$ cat src/rtl/tx_pkg.sv
// rtl/tx_pkg.sv - shared types and header constants for the TX frame builder
//
// Purpose : FSM state type and fixed Ethernet/IPv4/UDP header field values.
// Ports   : none (package).
package tx_pkg;

  typedef enum logic [2:0] {
    ST_IDLE,
    ST_CSUM,
    ST_HDR,
    ST_PAYLOAD,
    ST_DRAIN
  } tx_state_t;

  localparam logic [15:0] ETHERTYPE_IPV4 = 16'h0800;
  localparam logic [15:0] IP_VER_IHL_TOS = 16'h4500;
  localparam logic [15:0] IP_FLAGS_DF    = 16'h4000;
  localparam logic [7:0]  IP_TTL         = 8'd64;
  localparam logic [7:0]  IP_PROTO_UDP   = 8'd17;
  localparam int          HDR_WORDS      = 11;

endpackage

$ cat src/rtl/ipv4_hdr_csum.sv
// rtl/ipv4_hdr_csum.sv - one's-complement sum of a 10-halfword IPv4 header
//
// Purpose : combinational sum of the ten header halfwords with end-around
//           carry fold. The caller complements the result to generate a
//           checksum; a result of 16'hFFFF over a received header (checksum
//           field included) means the header is intact.
// Ports   : hdr_hw   in  10 x 16  header halfwords, any order
//           sum_fold out 16       folded one's-complement sum (not inverted)
module ipv4_hdr_csum (
  input  logic [9:0][15:0] hdr_hw,
  output logic [15:0]      sum_fold
);

  logic [19:0] acc;
  logic [16:0] fold1;

  // Ten 16-bit terms fit in 20 bits. Two folds are enough: after the first
  // fold a carry out of bit 15 implies the low half is small, so adding it
  // back in cannot carry again.
  always_comb begin
    acc = '0;
    for (int i = 0; i < 10; i++) begin
      acc = acc + {4'b0, hdr_hw[i]};
    end
    fold1    = {1'b0, acc[15:0]} + {13'b0, acc[19:16]};
    sum_fold = fold1[15:0] + {15'b0, fold1[16]};
  end

endmodule

$ cat src/rtl/tx_frame_builder.sv
// rtl/tx_frame_builder.sv - Ethernet/IPv4/UDP transmit frame builder
//
// Purpose : accepts a TX request, emits an 11-word header (2-byte zero pad,
//           Ethernet, IPv4 with checksum, UDP) then passes the payload
//           through from the PBM read port.
// Ports   : clk, rst_n                      clock, async active-low reset
//           i_meta_valid/o_meta_ready       request handshake
//           i_meta_len/_dst_mac/_dst_ip/_dst_port  request fields
//           cfg_src_mac/_src_ip/_src_port   local identity, sampled on accept
//           i_pbm_rdata/_rvalid/_rlast, o_pbm_rready  PBM read port
//           m_axis_tdata/_tvalid/_tlast/_tuser, m_axis_tready  frame out
//           tx_pkt_cnt/tx_reject_cnt/tx_err_cnt  statistics
module tx_frame_builder
  import tx_pkg::*;
#(
  parameter int DATA_WIDTH  = 32,
  parameter int MAX_PAYLOAD = 1472
) (
  input  logic                  clk,
  input  logic                  rst_n,
  input  logic                  i_meta_valid,
  output logic                  o_meta_ready,
  input  logic [15:0]           i_meta_len,
  input  logic [47:0]           i_meta_dst_mac,
  input  logic [31:0]           i_meta_dst_ip,
  input  logic [15:0]           i_meta_dst_port,
  input  logic [47:0]           cfg_src_mac,
  input  logic [31:0]           cfg_src_ip,
  input  logic [15:0]           cfg_src_port,
  input  logic [DATA_WIDTH-1:0] i_pbm_rdata,
  input  logic                  i_pbm_rvalid,
  input  logic                  i_pbm_rlast,
  output logic                  o_pbm_rready,
  output logic [DATA_WIDTH-1:0] m_axis_tdata,
  output logic                  m_axis_tvalid,
  output logic                  m_axis_tlast,
  output logic                  m_axis_tuser,
  input  logic                  m_axis_tready,
  output logic [31:0]           tx_pkt_cnt,
  output logic [31:0]           tx_reject_cnt,
  output logic [31:0]           tx_err_cnt
);

  localparam logic [15:0] MAX_LEN  = 16'(MAX_PAYLOAD);
  localparam logic [3:0]  HDR_LAST = 4'(HDR_WORDS - 1);

  tx_state_t       state;
  logic [3:0]      hdr_idx;
  logic [15:0]     len_q;
  logic [47:0]     dst_mac_q;
  logic [31:0]     dst_ip_q;
  logic [15:0]     dst_port_q;
  logic [47:0]     src_mac_q;
  logic [31:0]     src_ip_q;
  logic [15:0]     src_port_q;
  logic [15:0]     ip_csum;
  logic [15:0]     ip_id;
  logic [15:0]     words_left;

  logic [15:0]           ip_total_len;
  logic [15:0]           udp_len;
  logic [9:0][15:0]      csum_hw;
  logic [15:0]           csum_fold;
  logic [DATA_WIDTH-1:0] hdr_word;
  logic                  meta_legal;
  logic                  at_last_word;
  logic                  payload_last;
  logic                  payload_err;
  logic                  payload_hs;

  // Lengths are bounded by MAX_PAYLOAD, so 16-bit sums cannot overflow.
  assign ip_total_len = len_q + 16'd28;
  assign udp_len      = len_q + 16'd8;

  assign meta_legal = (i_meta_len != 16'd0) && (i_meta_len[3:0] == 4'd0) &&
                      (i_meta_len <= MAX_LEN);

  // Checksum field itself is zero while the checksum is computed.
  assign csum_hw = {IP_VER_IHL_TOS, ip_total_len, ip_id, IP_FLAGS_DF,
                    {IP_TTL, IP_PROTO_UDP}, 16'h0000,
                    src_ip_q[31:16], src_ip_q[15:0],
                    dst_ip_q[31:16], dst_ip_q[15:0]};

  ipv4_hdr_csum u_csum (
    .hdr_hw   (csum_hw),
    .sum_fold (csum_fold)
  );

  // Header words come only from registers latched at accept, so the word
  // stays stable for as long as the MAC stalls.
  always_comb begin
    hdr_word = '0;
    case (hdr_idx)
      4'd0:    hdr_word = {16'h0000, dst_mac_q[47:32]};
      4'd1:    hdr_word = dst_mac_q[31:0];
      4'd2:    hdr_word = src_mac_q[47:16];
      4'd3:    hdr_word = {src_mac_q[15:0], ETHERTYPE_IPV4};
      4'd4:    hdr_word = {IP_VER_IHL_TOS, ip_total_len};
      4'd5:    hdr_word = {ip_id, IP_FLAGS_DF};
      4'd6:    hdr_word = {IP_TTL, IP_PROTO_UDP, ip_csum};
      4'd7:    hdr_word = src_ip_q;
      4'd8:    hdr_word = dst_ip_q;
      4'd9:    hdr_word = {src_port_q, dst_port_q};
      4'd10:   hdr_word = {udp_len, 16'h0000};
      default: hdr_word = '0;
    endcase
  end

  // End of payload is either the expected last word or the buffer's last
  // word; a disagreement between the two marks the frame as errored.
  assign at_last_word = (words_left == 16'd1);
  assign payload_last = i_pbm_rlast || at_last_word;
  assign payload_err  = i_pbm_rlast != at_last_word;
  assign payload_hs   = i_pbm_rvalid && m_axis_tready;

  always_comb begin
    o_meta_ready  = (state == ST_IDLE);
    m_axis_tdata  = '0;
    m_axis_tvalid = 1'b0;
    m_axis_tlast  = 1'b0;
    m_axis_tuser  = 1'b0;
    o_pbm_rready  = 1'b0;
    case (state)
      ST_HDR: begin
        m_axis_tdata  = hdr_word;
        m_axis_tvalid = 1'b1;
      end
      ST_PAYLOAD: begin
        m_axis_tdata  = i_pbm_rdata;
        m_axis_tvalid = i_pbm_rvalid;
        m_axis_tlast  = i_pbm_rvalid && payload_last;
        m_axis_tuser  = i_pbm_rvalid && payload_last && payload_err;
        o_pbm_rready  = m_axis_tready;
      end
      ST_DRAIN: o_pbm_rready = 1'b1;
      default: ;
    endcase
  end

  always_ff @(posedge clk or negedge rst_n) begin
    if (!rst_n) begin
      state         <= ST_IDLE;
      hdr_idx       <= '0;
      len_q         <= '0;
      dst_mac_q     <= '0;
      dst_ip_q      <= '0;
      dst_port_q    <= '0;
      src_mac_q     <= '0;
      src_ip_q      <= '0;
      src_port_q    <= '0;
      ip_csum       <= '0;
      ip_id         <= '0;
      words_left    <= '0;
      tx_pkt_cnt    <= '0;
      tx_reject_cnt <= '0;
      tx_err_cnt    <= '0;
    end else begin
      case (state)
        ST_IDLE: begin
          if (i_meta_valid) begin
            len_q      <= i_meta_len;
            dst_mac_q  <= i_meta_dst_mac;
            dst_ip_q   <= i_meta_dst_ip;
            dst_port_q <= i_meta_dst_port;
            src_mac_q  <= cfg_src_mac;
            src_ip_q   <= cfg_src_ip;
            src_port_q <= cfg_src_port;
            if (meta_legal) begin
              state <= ST_CSUM;
            end else begin
              tx_reject_cnt <= tx_reject_cnt + 32'd1;
              state         <= ST_DRAIN;
            end
          end
        end
        ST_CSUM: begin
          ip_csum    <= ~csum_fold;
          hdr_idx    <= '0;
          words_left <= {2'b00, len_q[15:2]};
          state      <= ST_HDR;
        end
        ST_HDR: begin
          if (m_axis_tready) begin
            if (hdr_idx == HDR_LAST) begin
              state <= ST_PAYLOAD;
            end else begin
              hdr_idx <= hdr_idx + 4'd1;
            end
          end
        end
        ST_PAYLOAD: begin
          if (payload_hs) begin
            words_left <= words_left - 16'd1;
            if (payload_last) begin
              ip_id <= ip_id + 16'd1;
              if (payload_err) begin
                tx_err_cnt <= tx_err_cnt + 32'd1;
              end else begin
                tx_pkt_cnt <= tx_pkt_cnt + 32'd1;
              end
              // A buffer longer than the request still holds words to drop.
              state <= (at_last_word && !i_pbm_rlast) ? ST_DRAIN : ST_IDLE;
            end
          end
        end
        ST_DRAIN: begin
          if (i_pbm_rvalid && i_pbm_rlast) begin
            state <= ST_IDLE;
          end
        end
        default: state <= ST_IDLE;
      endcase
    end
  end

endmodule

$ cat config.mk
export PLATFORM = sky130hd
export DESIGN_NAME = tx_frame_builder
export DESIGN_NICKNAME = d
export VERILOG_FILES = /design/src/rtl/tx_pkg.sv /design/src/rtl/ipv4_hdr_csum.sv /design/src/rtl/tx_frame_builder.sv
export SDC_FILE = /design/constraint.sdc
export NUM_CORES = 1
export LEC_CHECK = 0
export BUFFER_PORTS_ARGS = -buffer_cell sky130_fd_sc_hd__clkbuf_2
export CAP_MARGIN = 10
export CORE_MARGIN = 2
export CORE_UTILIZATION = 25
export CTS_CLUSTER_SIZE = 30
export DETAILED_ROUTE_END_ITERATION = 10
export PLACE_DENSITY = 0.44
export RECOVER_POWER = 100
export SYNTH_ARGS = -nofsm -noshare
export SYNTH_HDL_FRONTEND = slang
export SYNTH_HIERARCHICAL = 1
export SYNTH_SLANG_ARGS = --single-unit
$ cat constraint.sdc
create_clock -name clk -period 11.1 [get_ports clk]
set_input_delay 1.665 -clock clk [delete_from_list [all_inputs] [get_ports clk]]
set_output_delay 1.665 -clock clk [all_outputs]
set_load 0.01 [all_outputs]
* After elaboration in Yosys (flattened, before gate mapping)
Cells that the tools add are included.
** Word-level totals
- Bits in registers :: 359
- Input port bits :: 246
** Cells by class
- Add/subtract/negate cells :: 18
- Order comparisons :: 1
- Eq/ne operators :: 23
- Mux-type cells :: 20
- Bitwise logic cells :: 3
- Reductions and logical operators :: 23
** Operator list (count)
- one-hot mux 32 bit (11 select lines) :: 1
- adder 32 x 1 -> 32 bit (second input constant) :: 3
- adder 20 x 16 -> 20 bit :: 4
- one-hot mux 32 bit (2 select lines) :: 1
- adder 20 x 15 -> 20 bit (second input constant) :: 3
- one-hot mux 16 bit (2 select lines) :: 1
- 2-to-1 mux 3 bit :: 8
- adder 16 x 16 -> 17 bit :: 1
- adder 16 x 4 -> 17 bit :: 1
- adder 16 x 1 -> 16 bit :: 1
- adder 16 x 1 -> 16 bit (second input constant) :: 1
- adder 16 x 4 -> 16 bit (second input constant) :: 1
- adder 16 x 5 -> 16 bit (second input constant) :: 1
- == test 16 x 1 -> 1 bit (second input constant) :: 1
- == test 4 x 3 -> 1 bit (second input constant) :: 4
- <= comparator 16 x 11 -> 1 bit (second input constant) :: 1
- 2-to-1 mux 16 bit :: 1
- NOT 16 bit :: 1
- nonzero test 16 bit :: 1
- subtractor 16 x 1 -> 16 bit (second input constant) :: 1
- one-hot mux 3 bit (5 select lines) :: 1
- != test 2 bit (second input constant) :: 7
- == test 4 bit (second input constant) :: 3
- AND reduction 3 bit :: 3
- 21 further kinds :: 37

* Depth between registers and ports, before layout
- Word-level depth :: 11
- Gate-level depth with buffers :: 39
- Gate-level depth less buffers :: 38

* Modules after synthesis
The synthesis kept the hierarchy.
** By module, submodules not included
- tx_frame_builder :: times used 1, cells an instance 1960, area an instance 17551.8 um^2, sequential area each 8983.6 um^2
- ipv4_hdr_csum :: times used 1, cells an instance 536, area an instance 5074.9 um^2, sequential area each 0.0 um^2

* Least setup slack after synthesis
Ideal clock, no wire load.
- Path type :: reg-to-reg
- Start point :: register len_q[3]
- End point :: register ip_csum[12]
- Setup time :: 0.130 ns
- Data arrival time :: 8.195 ns
- Required time :: 10.970 ns
- Setup slack :: 2.775 ns
- Stages on the path, launching flop included :: 38
- Buffers on the path :: 1
- Cells stage by stage :: dfrtp_1 -> inv_1 -> ha_1 -> a21boi_1 -> xnor2_1 -> fa_1 -> fa_1 -> fa_1 -> fa_1 -> inv_1 -> fa_1 -> inv_1 -> ha_1 -> buf_2 -> a21oi_1 -> o22ai_1 -> o31ai_1 -> a21boi_0 -> (+2 left out) -> o21ai_0 -> nand2b_1 -> a311o_1 -> ha_1 -> nand3_1 -> o2bb2ai_1 -> nor4_4 -> nand2_1 -> nor4_1 -> ha_1 -> ha_1 -> and3_1 -> nand3b_1 -> nor3_2 -> and2_1 -> nor2b_1 -> xnor2_1 -> o21ai_0
** Between the ends
- Word-level cells in the longest chain between the ends :: 6
** Ends and longest elaborated chain
- from (decl) :: RTL line tx_frame_builder.sv:49 : logic [15:0] len_q;
- from (signal assigned) :: RTL line tx_frame_builder.sv:161 : len_q <= i_meta_len;
- adder 16 x 5 -> 16 bit :: RTL line tx_frame_builder.sv:72 : assign ip_total_len = len_q + 16'd28;
- named net ip_total_len[5] :: RTL line tx_frame_builder.sv:60 : logic [15:0] ip_total_len;
- adder 20 x 16 -> 20 bit :: RTL line ipv4_hdr_csum.sv:23 : acc = acc + {4'b0, hdr_hw[i]};
- adder 20 x 15 -> 20 bit :: RTL line ipv4_hdr_csum.sv:23
- adder 16 x 4 -> 17 bit :: RTL line ipv4_hdr_csum.sv:25 : fold1 = {1'b0, acc[15:0]} + {13'b0, acc[19:16]};
- adder 16 x 1 -> 16 bit :: RTL line ipv4_hdr_csum.sv:26 : sum_fold = fold1[15:0] + {15'b0, fold1[16]};
- named net csum_fold[12] :: RTL line tx_frame_builder.sv:63 : logic [15:0] csum_fold;
- NOT 16 bit :: RTL line tx_frame_builder.sv:177 : ip_csum <= ~csum_fold;
- to (signal assigned) :: RTL line tx_frame_builder.sv:177
- to (decl) :: RTL line tx_frame_builder.sv:56 : logic [15:0] ip_csum;
The timed path passes the listed nets, and every way through them passes these cells.
A chain may end at the register's enable or synchronous reset.

* Worst setup path in the final report
Ends and elaborated chain as after synthesis.

==> impl_metrics.yaml <==
run_status:
  outcome: "finished with violations"
  violations: "max-capacitance violations, max-slew violations"
clock_tree:
  htree_levels: 2
  clkTransAtPathRegs_ns: 0.06
  cts_setup_buffers: 0
  cts.sinks: 359
  clockBufferDepth: 3
  cts_buffers: 45
  clock_tree.root_cell: "clkbuf_16"
  cts_resized: 0
  cts_tree: "done"
  hold_buffers: 0
  clock_latency_ns: 0.60
logic_synthesis:
  synth-async-reset-ratio: 1.00
  synth_top_area_cell: "dfrtp_1"
  syn_avg_cell_area_um2: 9.07
  ys_warn_count: 6
  synth.distinct_cells: 91
  netlist_area_mm2: 0.0226
  synth_edf_count: 0
  synthTopCellsByArea: "dfrtp_1 40%, nand2_1 12%, fa_1 11%, xnor2_1 3.8%, inv_1 3.0%"
  synth_ff_type: "dfrtp_1"
  synthCells: 2496
  synth_seq_cells: 359
  yosys.area.top_type_share: 0.397
  yosysSeqAreaShare: 0.397
critical_path:
  critPathSlowestCell: "a21boi_0"
  setup.worst_path.start_class: "flop"
  arrival_ns: 10.35
  critPathTopFamily: "adder cells"
  critPathKind: "reg -> reg"
  crit_buf_inv: 3
  worst-path-max-fanout: 8
  cp-end-kind: "flop"
  cpPeakStageDelay_ns: 0.70
  cp.required_ns: 11.55
  cp_common_cell: "fa_1"
final_layout:
  layout_common_cells: "738 x nand2_1, 357 x dfrtp_1, 249 x clkbuf_2, 183 x inv_1, 148 x clkbuf_1"
  register_area_mm2: 0.00899
  final_common_cell: "nand2_1"
  nets: 3305
  area_delta_synth_final_pct: 19.6
  multiInputGateArea_mm2: 0.0126
  drive_gt1_frac: 0.127
  fillers: 9713
global_routing:
  grt_max_degree: 102
  grt_pass1_wl_um: 133000
  globalRouteOverflowTotal: 0
  grt_pass1_vias: 19300
  antenna_found_initial: 9
  grtUsageTotal: 0.193
drt:
  dr.pass1.iters: 6
  drt-total-wl_um: 91000
  dr_total_vias: 19500
  drtIter0Drc: 1635
  drtAntennaViolNets: 0
  via_per_inst: 4.77
  avgRoutedWirePerCell_um: 22.2
  drc: 0
timing:
  tns_ns: 0
  period_share: 0.892
  worst_slew_margin_rel: -2.94
  rsz0062_at_grt: "no"
  fin_skew_ns: 0.0136
  timing.fmax_mhz: 101
  hold_viol_final: 0
  slew_violations: 795
  finalCriticalPeriod_ns: 9.90
  setup_viol: 0
  worst_slew_pin_slew_ns: 5.92
floorplan:
  dieArea_mm2: 0.0929
  rows: 110
  die_width_um: 305
  io_pins: 379
  coreArea_mm2: 0.0899
  start_util: 0.252
  fp.dieH_um: 305
placement:
  portBuffers: 378
  gp_congestion: 0.929
  dp_hpwl_um: 71100
job:
  drv_cap: 12
min_path:
  hp-class: "reg -> reg"
[synthesized netlist by cell type (all sizes together) (24+ instances only)]
| library cell | instances |
|---|---|
| a21oi | 46 |
| a22o | 33 |
| and3 | 30 |
| buf | 30 |
| clkbuf | 92 |
| dfrtp | 359 |
| fa | 126 |
| ha | 50 |
| inv | 183 |
| nand2 | 738 |
| nand3 | 78 |
| nand4 | 40 |
| nor2 | 77 |
| nor3 | 40 |
| nor4 | 24 |
| o21ai | 72 |
| xnor2 | 98 |
| xor2 | 66 |
[per-layer routing]
layer,vias up,global-route usage,routed length [um]
met2,710,0.303,41100
met4,6,0.0584,2950
met3,125,0.0343,5630
li1,9074,-,-
met1,9590,0.269,41300
met5,-,0,47
[layout make-up]
class                           count  share of cell area
Inverter                          183              0.0254
Clock inverter                     17             0.00647
Timing Repair Buffer              400              0.0685
Antenna cell                        1           0.0000925
Clock buffer                       62              0.0473
Tap cell                         1176              0.0544
Multi-Input combinational cell   1894               0.466
Sequential cell                   359               0.332
[kinds of logic after synthesis]
logic type,share of synthesized area
DFF,0.397
and+or+nand+nor,0.226
xor gates and xnor gates,0.0635
buffers and inverters,0.0522
muxes,0.0100
other,0.000332
adders and majority gates,0.139
AOI/OAI and AO/OA,0.111
[stage by stage]
| step | worst slack (ns) | cell area (um^2) | instances | hold slack (ns) | utilization |
|---|---|---|---|---|---|
| 6_report | 1.20 | 27100 | 4092 | 0.463 | 0.301 |
| 5_1_grt | 0.466 | 27100 | 4091 | 0.484 | 0.301 |
| 3_3_place_gp | 1.74 | 25900 | 4012 | 0.456 | 0.288 |
| 4_1_cts | 1.48 | 27400 | 4091 | 0.467 | 0.305 |
| 3_5_place_dp | 1.53 | 25900 | 4012 | 0.458 | 0.288 |
| 2_1_floorplan | 2.77 | 22900 | 2558 | 0.438 | - |
[registers in the layout, indices dropped and copies added (netlist names)]
signal / count
dst_ip_q: 32
dst_mac_q: 48
dst_port_q: 16
hdr_idx: 4
ip_csum: 16
ip_id: 16
len_q: 16
src_ip_q: 32
src_mac_q: 48
src_port_q: 16
state: 3
tx_err_cnt: 32
tx_pkt_cnt: 32
tx_reject_cnt: 32
words_left: 16
[final timing paths]
| path | startpoint | slack, ns | end | cells after the start |
|---|---|---|---|---|
| max | len_q[3] | 1.20 | ip_csum[12] | 37 |
| min | tx_reject_cnt[31] | 0.46 | tx_reject_cnt[31] | 1 |
| max reg2reg | len_q[3] | 1.20 | ip_csum[12] | 37 |
| min reg2reg | tx_reject_cnt[31] | 0.46 | tx_reject_cnt[31] | 1 |
| max in group asynchronous | rst_n | 2.51 | tx_reject_cnt[17] | 2 |
| min in group asynchronous | rst_n | 3.16 | tx_pkt_cnt[30] | 1 |
Power is not shown: default switching activity piles up to over one toggle a cycle in this logic, so the estimate is an artifact.
